===== src/rtl/floo_burst_init_pkg.sv =====
// Shared types and helpers for the AXI burst initiator: FSM encoding,
// AXI response/burst codes, default AXI channel structs and the beat pattern.
package floo_burst_init_pkg;

  // FSM encoding
  typedef logic [2:0] state_t;
  localparam state_t ST_IDLE  = 3'd0;
  localparam state_t ST_CHECK = 3'd1;
  localparam state_t ST_AW    = 3'd2;
  localparam state_t ST_W     = 3'd3;
  localparam state_t ST_B     = 3'd4;
  localparam state_t ST_AR    = 3'd5;
  localparam state_t ST_R     = 3'd6;
  localparam state_t ST_DONE  = 3'd7;

  // AXI response and burst codes
  localparam logic [1:0] RESP_OKAY   = 2'b00;
  localparam logic [1:0] RESP_EXOKAY = 2'b01;
  localparam logic [1:0] RESP_SLVERR = 2'b10;
  localparam logic [1:0] RESP_DECERR = 2'b11;
  localparam logic [1:0] BURST_INCR  = 2'b01;

  // Default (wide) channel geometry
  localparam int unsigned DefAddrW = 48;
  localparam int unsigned DefDataW = 512;
  localparam int unsigned DefIdW   = 3;
  localparam int unsigned DefUserW = 1;

  typedef struct packed {
    logic [DefIdW-1:0]   id;
    logic [DefAddrW-1:0] addr;
    logic [7:0]          len;
    logic [2:0]          size;
    logic [1:0]          burst;
    logic                lock;
    logic [3:0]          cache;
    logic [2:0]          prot;
    logic [3:0]          qos;
    logic [3:0]          region;
    logic [5:0]          atop;
    logic [DefUserW-1:0] user;
  } burst_axi_aw_t;

  typedef struct packed {
    logic [DefIdW-1:0]   id;
    logic [DefAddrW-1:0] addr;
    logic [7:0]          len;
    logic [2:0]          size;
    logic [1:0]          burst;
    logic                lock;
    logic [3:0]          cache;
    logic [2:0]          prot;
    logic [3:0]          qos;
    logic [3:0]          region;
    logic [DefUserW-1:0] user;
  } burst_axi_ar_t;

  typedef struct packed {
    logic [DefDataW-1:0]   data;
    logic [DefDataW/8-1:0] strb;
    logic                  last;
    logic [DefUserW-1:0]   user;
  } burst_axi_w_t;

  typedef struct packed {
    logic [DefIdW-1:0]   id;
    logic [1:0]          resp;
    logic [DefUserW-1:0] user;
  } burst_axi_b_t;

  typedef struct packed {
    logic [DefIdW-1:0]   id;
    logic [DefDataW-1:0] data;
    logic [1:0]          resp;
    logic                last;
    logic [DefUserW-1:0] user;
  } burst_axi_r_t;

  typedef struct packed {
    burst_axi_aw_t aw;
    logic          aw_valid;
    burst_axi_w_t  w;
    logic          w_valid;
    logic          b_ready;
    burst_axi_ar_t ar;
    logic          ar_valid;
    logic          r_ready;
  } burst_axi_req_t;

  typedef struct packed {
    logic          aw_ready;
    logic          ar_ready;
    logic          w_ready;
    logic          b_valid;
    burst_axi_b_t  b;
    logic          r_valid;
    burst_axi_r_t  r;
  } burst_axi_rsp_t;

  // Beat idx of the pattern: 32-bit (seed + idx) replicated over data_width
  function automatic logic [1023:0] pattern_beat(input logic [31:0] seed,
                                                 input logic [7:0] idx,
                                                 input int unsigned data_width);
    logic [31:0] word;
    word = seed + {24'd0, idx};
    pattern_beat = '0;
    for (int unsigned i = 0; i < 32; i++)
      if (i < data_width / 32) pattern_beat[i*32 +: 32] = word;
  endfunction

endpackage


===== src/rtl/floo_axi_burst_initiator.sv =====
// AXI4 self-test manager: writes one INCR burst of a seeded pattern, reads it
// back and counts failing beats. One transaction outstanding at a time.
module floo_axi_burst_initiator
  import floo_burst_init_pkg::*;
#(
  parameter int unsigned AddrWidth = 48,
  parameter int unsigned DataWidth = 512,
  parameter int unsigned IdWidth   = 3,
  parameter int unsigned UserWidth = 1,
  parameter int unsigned TxnId     = 0,
  parameter type axi_req_t = burst_axi_req_t,
  parameter type axi_rsp_t = burst_axi_rsp_t
) (
  input  logic                 clk_i,
  input  logic                 rst_i,
  input  logic                 start_i,
  input  logic [AddrWidth-1:0] base_addr_i,
  input  logic [7:0]           len_i,
  input  logic [31:0]          seed_i,
  output axi_req_t             axi_req_o,
  input  axi_rsp_t             axi_rsp_i,
  output logic                 busy_o,
  output logic                 done_o,
  output logic                 error_o,
  output logic [8:0]           mismatch_cnt_o
);

  localparam int unsigned Bytes = DataWidth / 8;
  localparam int unsigned Size  = $clog2(Bytes);

  state_t               state_q, state_d;
  logic [AddrWidth-1:0] addr_q, addr_d;
  logic [7:0]           len_q, len_d;
  logic [31:0]          seed_q, seed_d;
  logic [7:0]           beat_q, beat_d;
  logic                 err_q, err_d;
  logic [8:0]           mis_q, mis_d;

  logic [DataWidth-1:0] beat_pat;
  logic                 last_beat;
  logic [16:0]          end_off;
  logic                 bad_start;
  logic                 r_fail;
  logic                 unused_rsp;

  assign beat_pat  = DataWidth'(pattern_beat(seed_q, beat_q, DataWidth));
  assign last_beat = (beat_q == len_q);

  // Burst must be size-aligned and must end at or before the 4 KiB page end
  assign end_off   = {5'd0, addr_q[11:0]} + ({9'd0, len_q} + 17'd1) * 17'(Bytes);
  assign bad_start = (|addr_q[Size-1:0]) || (end_off > 17'd4096);

  assign r_fail = (axi_rsp_i.r.data != beat_pat) ||
                  (axi_rsp_i.r.resp != RESP_OKAY) ||
                  (axi_rsp_i.r.id != IdWidth'(TxnId)) ||
                  (axi_rsp_i.r.last != last_beat);

  assign unused_rsp = ^{axi_rsp_i.b.user, axi_rsp_i.r.user};

  assign busy_o         = (state_q != ST_IDLE);
  assign done_o         = (state_q == ST_DONE);
  assign error_o        = err_q;
  assign mismatch_cnt_o = mis_q;

  // Request channels: payload is zero except on the channel currently active
  always_comb begin
    axi_req_o = '0;
    case (state_q)
      ST_AW: begin
        axi_req_o.aw.id    = IdWidth'(TxnId);
        axi_req_o.aw.addr  = addr_q;
        axi_req_o.aw.len   = len_q;
        axi_req_o.aw.size  = 3'(Size);
        axi_req_o.aw.burst = BURST_INCR;
        axi_req_o.aw.user  = UserWidth'(0);
        axi_req_o.aw_valid = 1'b1;
      end
      ST_W: begin
        axi_req_o.w.data  = beat_pat;
        axi_req_o.w.strb  = '1;
        axi_req_o.w.last  = last_beat;
        axi_req_o.w.user  = UserWidth'(0);
        axi_req_o.w_valid = 1'b1;
      end
      ST_B: axi_req_o.b_ready = 1'b1;
      ST_AR: begin
        axi_req_o.ar.id    = IdWidth'(TxnId);
        axi_req_o.ar.addr  = addr_q;
        axi_req_o.ar.len   = len_q;
        axi_req_o.ar.size  = 3'(Size);
        axi_req_o.ar.burst = BURST_INCR;
        axi_req_o.ar.user  = UserWidth'(0);
        axi_req_o.ar_valid = 1'b1;
      end
      ST_R:    axi_req_o.r_ready = 1'b1;
      default: ;
    endcase
  end

  // Next-state: FSM sequencing, beat counting and readback checking
  always_comb begin
    state_d = state_q;
    addr_d  = addr_q;
    len_d   = len_q;
    seed_d  = seed_q;
    beat_d  = beat_q;
    err_d   = err_q;
    mis_d   = mis_q;
    case (state_q)
      ST_IDLE: if (start_i) begin
        addr_d  = base_addr_i;
        len_d   = len_i;
        seed_d  = seed_i;
        err_d   = 1'b0;
        mis_d   = '0;
        state_d = ST_CHECK;
      end
      ST_CHECK: begin
        if (bad_start) begin
          err_d   = 1'b1;
          state_d = ST_DONE;
        end else begin
          state_d = ST_AW;
        end
      end
      ST_AW: if (axi_rsp_i.aw_ready) begin
        beat_d  = '0;
        state_d = ST_W;
      end
      ST_W: if (axi_rsp_i.w_ready) begin
        if (last_beat) begin
          beat_d  = '0;
          state_d = ST_B;
        end else begin
          beat_d = beat_q + 8'd1;
        end
      end
      ST_B: if (axi_rsp_i.b_valid) begin
        if (axi_rsp_i.b.resp != RESP_OKAY || axi_rsp_i.b.id != IdWidth'(TxnId))
          err_d = 1'b1;
        state_d = ST_AR;
      end
      ST_AR: if (axi_rsp_i.ar_ready) begin
        beat_d  = '0;
        state_d = ST_R;
      end
      ST_R: if (axi_rsp_i.r_valid) begin
        if (r_fail) begin
          err_d = 1'b1;
          if (mis_q != 9'd511) mis_d = mis_q + 9'd1;
        end
        if (last_beat) state_d = ST_DONE;
        else           beat_d  = beat_q + 8'd1;
      end
      ST_DONE: state_d = ST_IDLE;
      default: state_d = ST_IDLE;
    endcase
  end

  // State registers with synchronous reset
  always_ff @(posedge clk_i) begin
    if (rst_i) begin
      state_q <= ST_IDLE;
      addr_q  <= '0;
      len_q   <= '0;
      seed_q  <= '0;
      beat_q  <= '0;
      err_q   <= 1'b0;
      mis_q   <= '0;
    end else begin
      state_q <= state_d;
      addr_q  <= addr_d;
      len_q   <= len_d;
      seed_q  <= seed_d;
      beat_q  <= beat_d;
      err_q   <= err_d;
      mis_q   <= mis_d;
    end
  end

endmodule


===== config.mk =====
export PLATFORM = sky130hd
export DESIGN_NAME = floo_axi_burst_initiator
export DESIGN_NICKNAME = d
export VERILOG_FILES = /design/src/rtl/floo_burst_init_pkg.sv /design/src/rtl/floo_axi_burst_initiator.sv
export SDC_FILE = /design/constraint.sdc
export NUM_CORES = 1
export LEC_CHECK = 0
export CELL_PAD_IN_SITES_DETAIL_PLACEMENT = 1
export CELL_PAD_IN_SITES_GLOBAL_PLACEMENT = 1
export CORE_AREA = 2 2 531 533
export DETAILED_ROUTE_END_ITERATION = 10
export DIE_AREA = 0 0 533 535
export GPL_TIMING_DRIVEN = 0
export PLACE_DENSITY = 0.34
export REMOVE_ABC_BUFFERS = 1
export SLEW_MARGIN = 15
export SYNTH_ARGS = -nofsm -noshare
export SYNTH_HDL_FRONTEND = slang
export SYNTH_SLANG_ARGS = --single-unit

===== constraint.sdc =====
create_clock -name clk_i -period 4.3 [get_ports clk_i]
set_clock_uncertainty 0.1 [all_clocks]
set_input_delay 0.43 -clock clk_i [delete_from_list [all_inputs] [get_ports clk_i]]
set_output_delay 0.43 -clock clk_i [all_outputs]
set_load 0.03 [all_outputs]

After elaboration in Yosys (flattened, before gate mapping)
Index checks and enable logic that the tools add are counted.
{ "classes": {"addsub": 5, "magnitude_cmp": 1, "n_eq_ne": 24, "mux": 36, "n_reduce_logical": 20} }
{ "op_table": {"columns": ["operator", "count"], "rows": [
  ["$mux 579", 1],
  ["$ne 512x512->1", 1],
  ["$mux 61", 2],
  ["$mux 8", 6],
  ["$mux 9", 4],
  ["$add 32x8->32", 1],
  ["$pmux 8 s4", 1],
  ["$mux 3", 9],
  ["$ne 2x2->1 const B", 13],
  ["$pmux 3 s8", 1],
  ["$pmux 9 s2", 1],
  ["$add 12x15->16", 1],
  ["$gt 16x13->1 const B", 1],
  ["$eq 3x3->1 const B", 4],
  ["$mux 1", 10],
  ["$add 8x1->9 const B", 1],
  ["$add 9x1->9 const B", 1],
  ["$ne 9x9->1 const B", 1],
  ["$reduce_bool 3->1", 3],
  ["$add 8x1->8 const B", 1],
  ["$eq 8x8->1", 1],
  ["$reduce_and 8->1", 1],
  ["$reduce_bool 4->1", 2],
  ["$reduce_and 7->1", 1],
  ["11 further kinds", 18]
]} }
{ "totals": {"regBits": 109, "inputBits": 621, "out_inout_bits": 763, "elab_cells": 93} }

Depth between registers and ports, before layout
{ "logic_depth": {"word_depth": 8, "mapped_depth": 19, "depth_no_buf": 15} }

Worst setup path after synthesis
No wires, ideal clock.
{ "synth_timing": {"path_type": "reg-to-reg", "startpoint": "register beat_q[0]", "endpoint": "register err_q, in the netlist error_o", "setup_time_ps": 115, "arrival_time_ps": 4311, "path_slack_ps": -226, "stages_incl_launch_ff": 18, "n_path_buf": 2, "synth_period_minus_slack_ps": 4526, "path_cell_list": "dfxtp_1 > ha_1 > inv_1 > fa_1 > nand2b_1 > a211oi_4 > o21a_1 > buf_2 > nand2_1 > xor2_1 > mux2_2 > nor3_1 > nand4_1 > or4_1 > nor4_2 > buf_4 > nor3_1 > o21a_1"} }
{ "synth_between": {"elab_chain_len": 7, "elab_cells_between_ends": 9} }
{ "synth_rtl": {"columns": ["element", "line_no", "rtl"], "rows": [
  ["start, declared", "floo_axi_burst_initiator.sv:35", "logic [7:0] beat_q, beat_d;"],
  ["start signal, assigned", "floo_axi_burst_initiator.sv:175", "beat_q <= beat_d;"],
  ["$add 32x8->32", "floo_burst_init_pkg.sv:105", "word = seed + {24'd0, idx};"],
  ["$ne 512x512->1", "floo_axi_burst_initiator.sv:53", "assign r_fail = (axi_rsp_i.r.data != beat_pat) ||"],
  ["$logic_or 1x1->1", "floo_axi_burst_initiator.sv:53", null],
  ["$logic_or 1x1->1", "floo_axi_burst_initiator.sv:54", "(axi_rsp_i.r.resp != RESP_OKAY) ||"],
  ["$logic_or 1x1->1 (*)", "floo_axi_burst_initiator.sv:55", "(axi_rsp_i.r.id != IdWidth'(TxnId)) ||"],
  ["$ne 2x2->1 (no line) (*)", null, null],
  ["$reduce_and 7->1 (no line) (*)", null, null],
  ["end signal, assigned", "floo_axi_burst_initiator.sv:176", "err_q <= err_d;"],
  ["end, declared", "floo_axi_burst_initiator.sv:36", "logic err_q, err_d;"]
]} }
Mark *: on every way between the ends. The rest lies on a longest branch, timed or not.
A chain may end at the register's enable or synchronous reset.

Worst setup path after layout
{ "layout_timing": {"startpoint": "register beat_q[0]", "endpoint": "register mis_q[2], in the netlist mismatch_cnt_o[2]"} }
{ "layout_between": {"elab_chain_len": 7, "elab_cells_between_ends": 9} }
{ "layout_rtl": {"columns": ["element", "line_no", "rtl"], "rows": [
  ["$add 32x8->32", "floo_burst_init_pkg.sv:105", null],
  ["$ne 512x512->1", "floo_axi_burst_initiator.sv:53", null],
  ["$logic_or 1x1->1", "floo_axi_burst_initiator.sv:53", null],
  ["$logic_or 1x1->1", "floo_axi_burst_initiator.sv:54", null],
  ["$logic_or 1x1->1 (*)", "floo_axi_burst_initiator.sv:55", null],
  ["$ne 2x2->1 (no line) (*)", null, null],
  ["$reduce_and 5->1 (no line) (*)", null, null],
  ["end signal, assigned", "floo_axi_burst_initiator.sv:177", "mis_q <= mis_d;"],
  ["end, declared", "floo_axi_burst_initiator.sv:37", "logic [8:0] mis_q, mis_d;"]
]} }
Marked as above.

==> flow_summary.yaml <==
logic_synthesis:
  syn_area_per_cell_um2: 6.83
  synth_edf_count: 0
  yosysSeqAreaShare: 0.128
  async_flop_share: 0
  yosysUniqueCellTypes: 98
  synthesis.area_mm2: 0.0171
  ys_ff_latch: 109
  netlist_instances: 2503
  yosys_warnings: 0
  synth_ff_type: "dfxtp_1"
routing:
  wirelength_um: 193000
  via_count: 22100
  wl_per_cell_um: 27.2
  drt_iter0_markers: 1074
  ant_nets: 0
  dr.pass1.iters: 6
  drc: 0
  routed_via_density: 3.11
final_layout:
  final_cell_count_no_fill: 7102
  nets: 3988
  drive_above_1_share: 0.161
  final_util: 0.121
  area_growth_pct: 97.4
floorplanning:
  die_height_um: 535
  core_area_mm2: 0.279
  die_w_um: 533
  pin_count: 1384
  num_rows: 194
  start_util: 0.0613
  dieArea_mm2: 0.285
power:
  power_leakage_nw: 12.1
  ir_drop_v: 0.000238
  finalPower_w: 0.00767
  p_per_area_mw_per_mm2: 227
timing:
  tightestPinTransition_ns: 0.974
  finalWorstPathRequiredPeriod_ns: 5.37
  final_hold_viol_count: 0
  fin_ws_ns: -1.07
  rsz0062_at_grt: "yes"
  fin_tns_setup_ns: -10.35
  fin_crit_sh: 1.25
  setup_viol: 10
  finalMaxSlewViolations: 0
  slew_headroom: 0.342
  max_freq_mhz: 186
clocking:
  clk_pin_slew_ns: 0.09
  cts_tree: "done"
  cts_buffers: 9
  cts_sinks: 109
  htreeDepth: 3
  cts-root-buf: "clkbuf_16"
  worstSkewPairLatency_ns: 0.40
  holdBufCountCts: 0
  cts_buffer_depth: 2
grt:
  antenna_found_initial: 108
  track_usage: 0.128
  gr-total-overflow: 0
  grt_max_degree: 70
  grt_pass1_wl_um: 241000
  grt_pass1_vias: 22400
job:
  maxCapViolCount: 0
worst_setup_path:
  r2r_slack_ns: -1.07
  crit_required_ns: 4.49
  cp.arrival_ns: 5.56
  path_class: "register to register"
  worst_setup_path_end_kind: "register"
  cp_max_fo: 7
  critPathLaunchType: "register"
min_path:
  worstHoldPathType: "primary input to register"
outcome:
  violations: "setup timing"
  status: "finished, violations left"
placed_design:
  dpl.cell_count: 6952
  gp_congestion: 0.859
  dp_slack_ns: -3.32
  hpwl_um: 174000
  port_buffers: 1330
-- path summary, 6_finish.rpt --
| path | startpoint | cells past startpoint | to |
|---|---|---|---|
| hold / removal | rst_i | 2 | addr_q[26] |
| setup reg to reg | beat_q[0] | 20 | mismatch_cnt_o[2] |
| hold reg to reg | addr_q[36] | 2 | addr_q[36] |
| setup / recovery | beat_q[0] | 20 | mismatch_cnt_o[2] |
-- Yosys cell counts, drive strengths merged, types with 11 or more instances --
cell type | number | share of area
a21oi | 159 | 0.047
and2 | 130 | 0.048
ha | 18 | 0.013
nor2 | 170 | 0.038
clkbuf | 82 | 0.018
nand4 | 112 | 0.041
xnor2 | 28 | 0.015
nand2b | 15 | 0.0055
o211ai | 18 | 0.0079
nor3 | 65 | 0.020
nand2 | 321 | 0.071
buf | 622 | 0.27
a31oi | 16 | 0.0059
o21ai | 65 | 0.019
o21a | 11 | 0.0048
xor2 | 34 | 0.018
nor4 | 96 | 0.036
and3 | 31 | 0.011
or2 | 11 | 0.0040
inv | 28 | 0.0062
dfxtp | 109 | 0.13
and4 | 14 | 0.0072
nand3 | 62 | 0.018
nor2b | 15 | 0.0055
or4 | 31 | 0.014
mux2i | 58 | 0.034
a211oi | 15 | 0.0076
or3 | 19 | 0.0070
-- power by group --
group	total [W]	switching, W	internal, W
Combinational	0.00500	0.00301	0.00198
Sequential	0.00170	0.000486	0.00121
Clock	0.000973	0.000484	0.000489
Total	0.00767	0.00398	0.00368
-- sequential cells by signal, summed over array words and instances, names as in the netlist --
register        count
addr_q             48
seed_q             32
mismatch_cnt_o      9
beat_q              8
len_q               8
state_q             3
error_o             1
-- cell type report --
| type | count | area (um^2) |
|---|---|---|
| fillers | 33100 | 245000 |
| clock inverters | 4 | 55.1 |
| diodes | 26 | 65.1 |
| well taps | 3724 | 4660 |
| repair buffers | 1487 | 14800 |
| flip-flops and latches | 109 | 2240 |
| clock buffers | 12 | 256 |
| inverters | 28 | 121 |
| multi-input cells | 1712 | 11500 |
-- routing by layer --
layer	up-vias	global-route usage	wire length [um]
met2	1064	0.226	94500
met3	163	0.0319	13200
met4	54	0.0132	1750
met1	10900	0.161	83100
li1	9912	-	-
met5	-	0	348
-- metrics by stage --
step	hold slack [ns]	area, um^2
6_report	0.323	33700
2_1_floorplan	0.334	12300
3_3_place_gp	0.351	30300
3_5_place_dp	0.360	31500
5_1_grt	0.329	33700
4_1_cts	0.308	33300
-- critical path, stage by stage (launching register included) --
cell and delay [ns]:
dfxtp_4 0.37, ha_4 0.17, inv_2 0.05, fa_2 0.36, nand2b_4 0.16, a211oi_4 0.24, buf_12 0.17, o21ai_4 0.10
clkbuf_16 0.21, buf_12 0.15, nor3_4 0.40, nor2_4 0.08, buf_4 0.18, o21ai_0 0.48, nand4_1 0.18, nor4_1 0.31
nand3_1 0.18, nor4_4 0.65, clkbuf_16 0.29, nand3b_1 0.26, o32ai_1 0.13
-- placed cells by master, fill, tap and decap left out, types with 15 or more instances in the layout --
cell                n
clkdlybuf4s50_1  1015
nand2_1           317
a21oi_1           152
dlygate4sd2_1     145
nor2_1            133
and2_1            122
nand4_1           111
buf_4              85
dfxtp_1            80
nor4_1             78
nand3_1            59
nor3_1             59
conb_1             51
buf_2              49
mux2i_1            42
o21ai_0            40
dlymetal6s2s_1     34
buf_12             33
nor2_4             30
and3_1             30
clkdlybuf4s15_2    29
buf_6              28
clkbuf_2           27
diode_2            26
or4_1              26
inv_1              25
xor2_1             23
dfxtp_2            19
o211ai_1           18
buf_8              17
nor4_2             16
xnor2_1            16
clkdlybuf4s15_1    16
o21ai_1            15
a31oi_1            15
-- cell families (layout without fill, tap and decap cells) --
family	Yosys count	count (layout)	synth area share
multiplexers	66	66	0.0393
XOR/XNOR	62	62	0.0335
adder cells (fa/ha/maj)	20	20	0.0155
other	1	77	0.000219
buffers and inverters	732	1531	0.294
flip-flops	109	109	0.128
AO/OA/AOI/OAI	374	374	0.139
AND/OR/NAND/NOR	1139	1139	0.350
-- repair_timing --
item	CTS	global route
pin swaps	60	21
resized for setup	723	254
cloned	1	1
endpoints found under the setup margin	477	266
buffers inserted	85	21
Note: power is estimated with default switching activity, not from simulation.
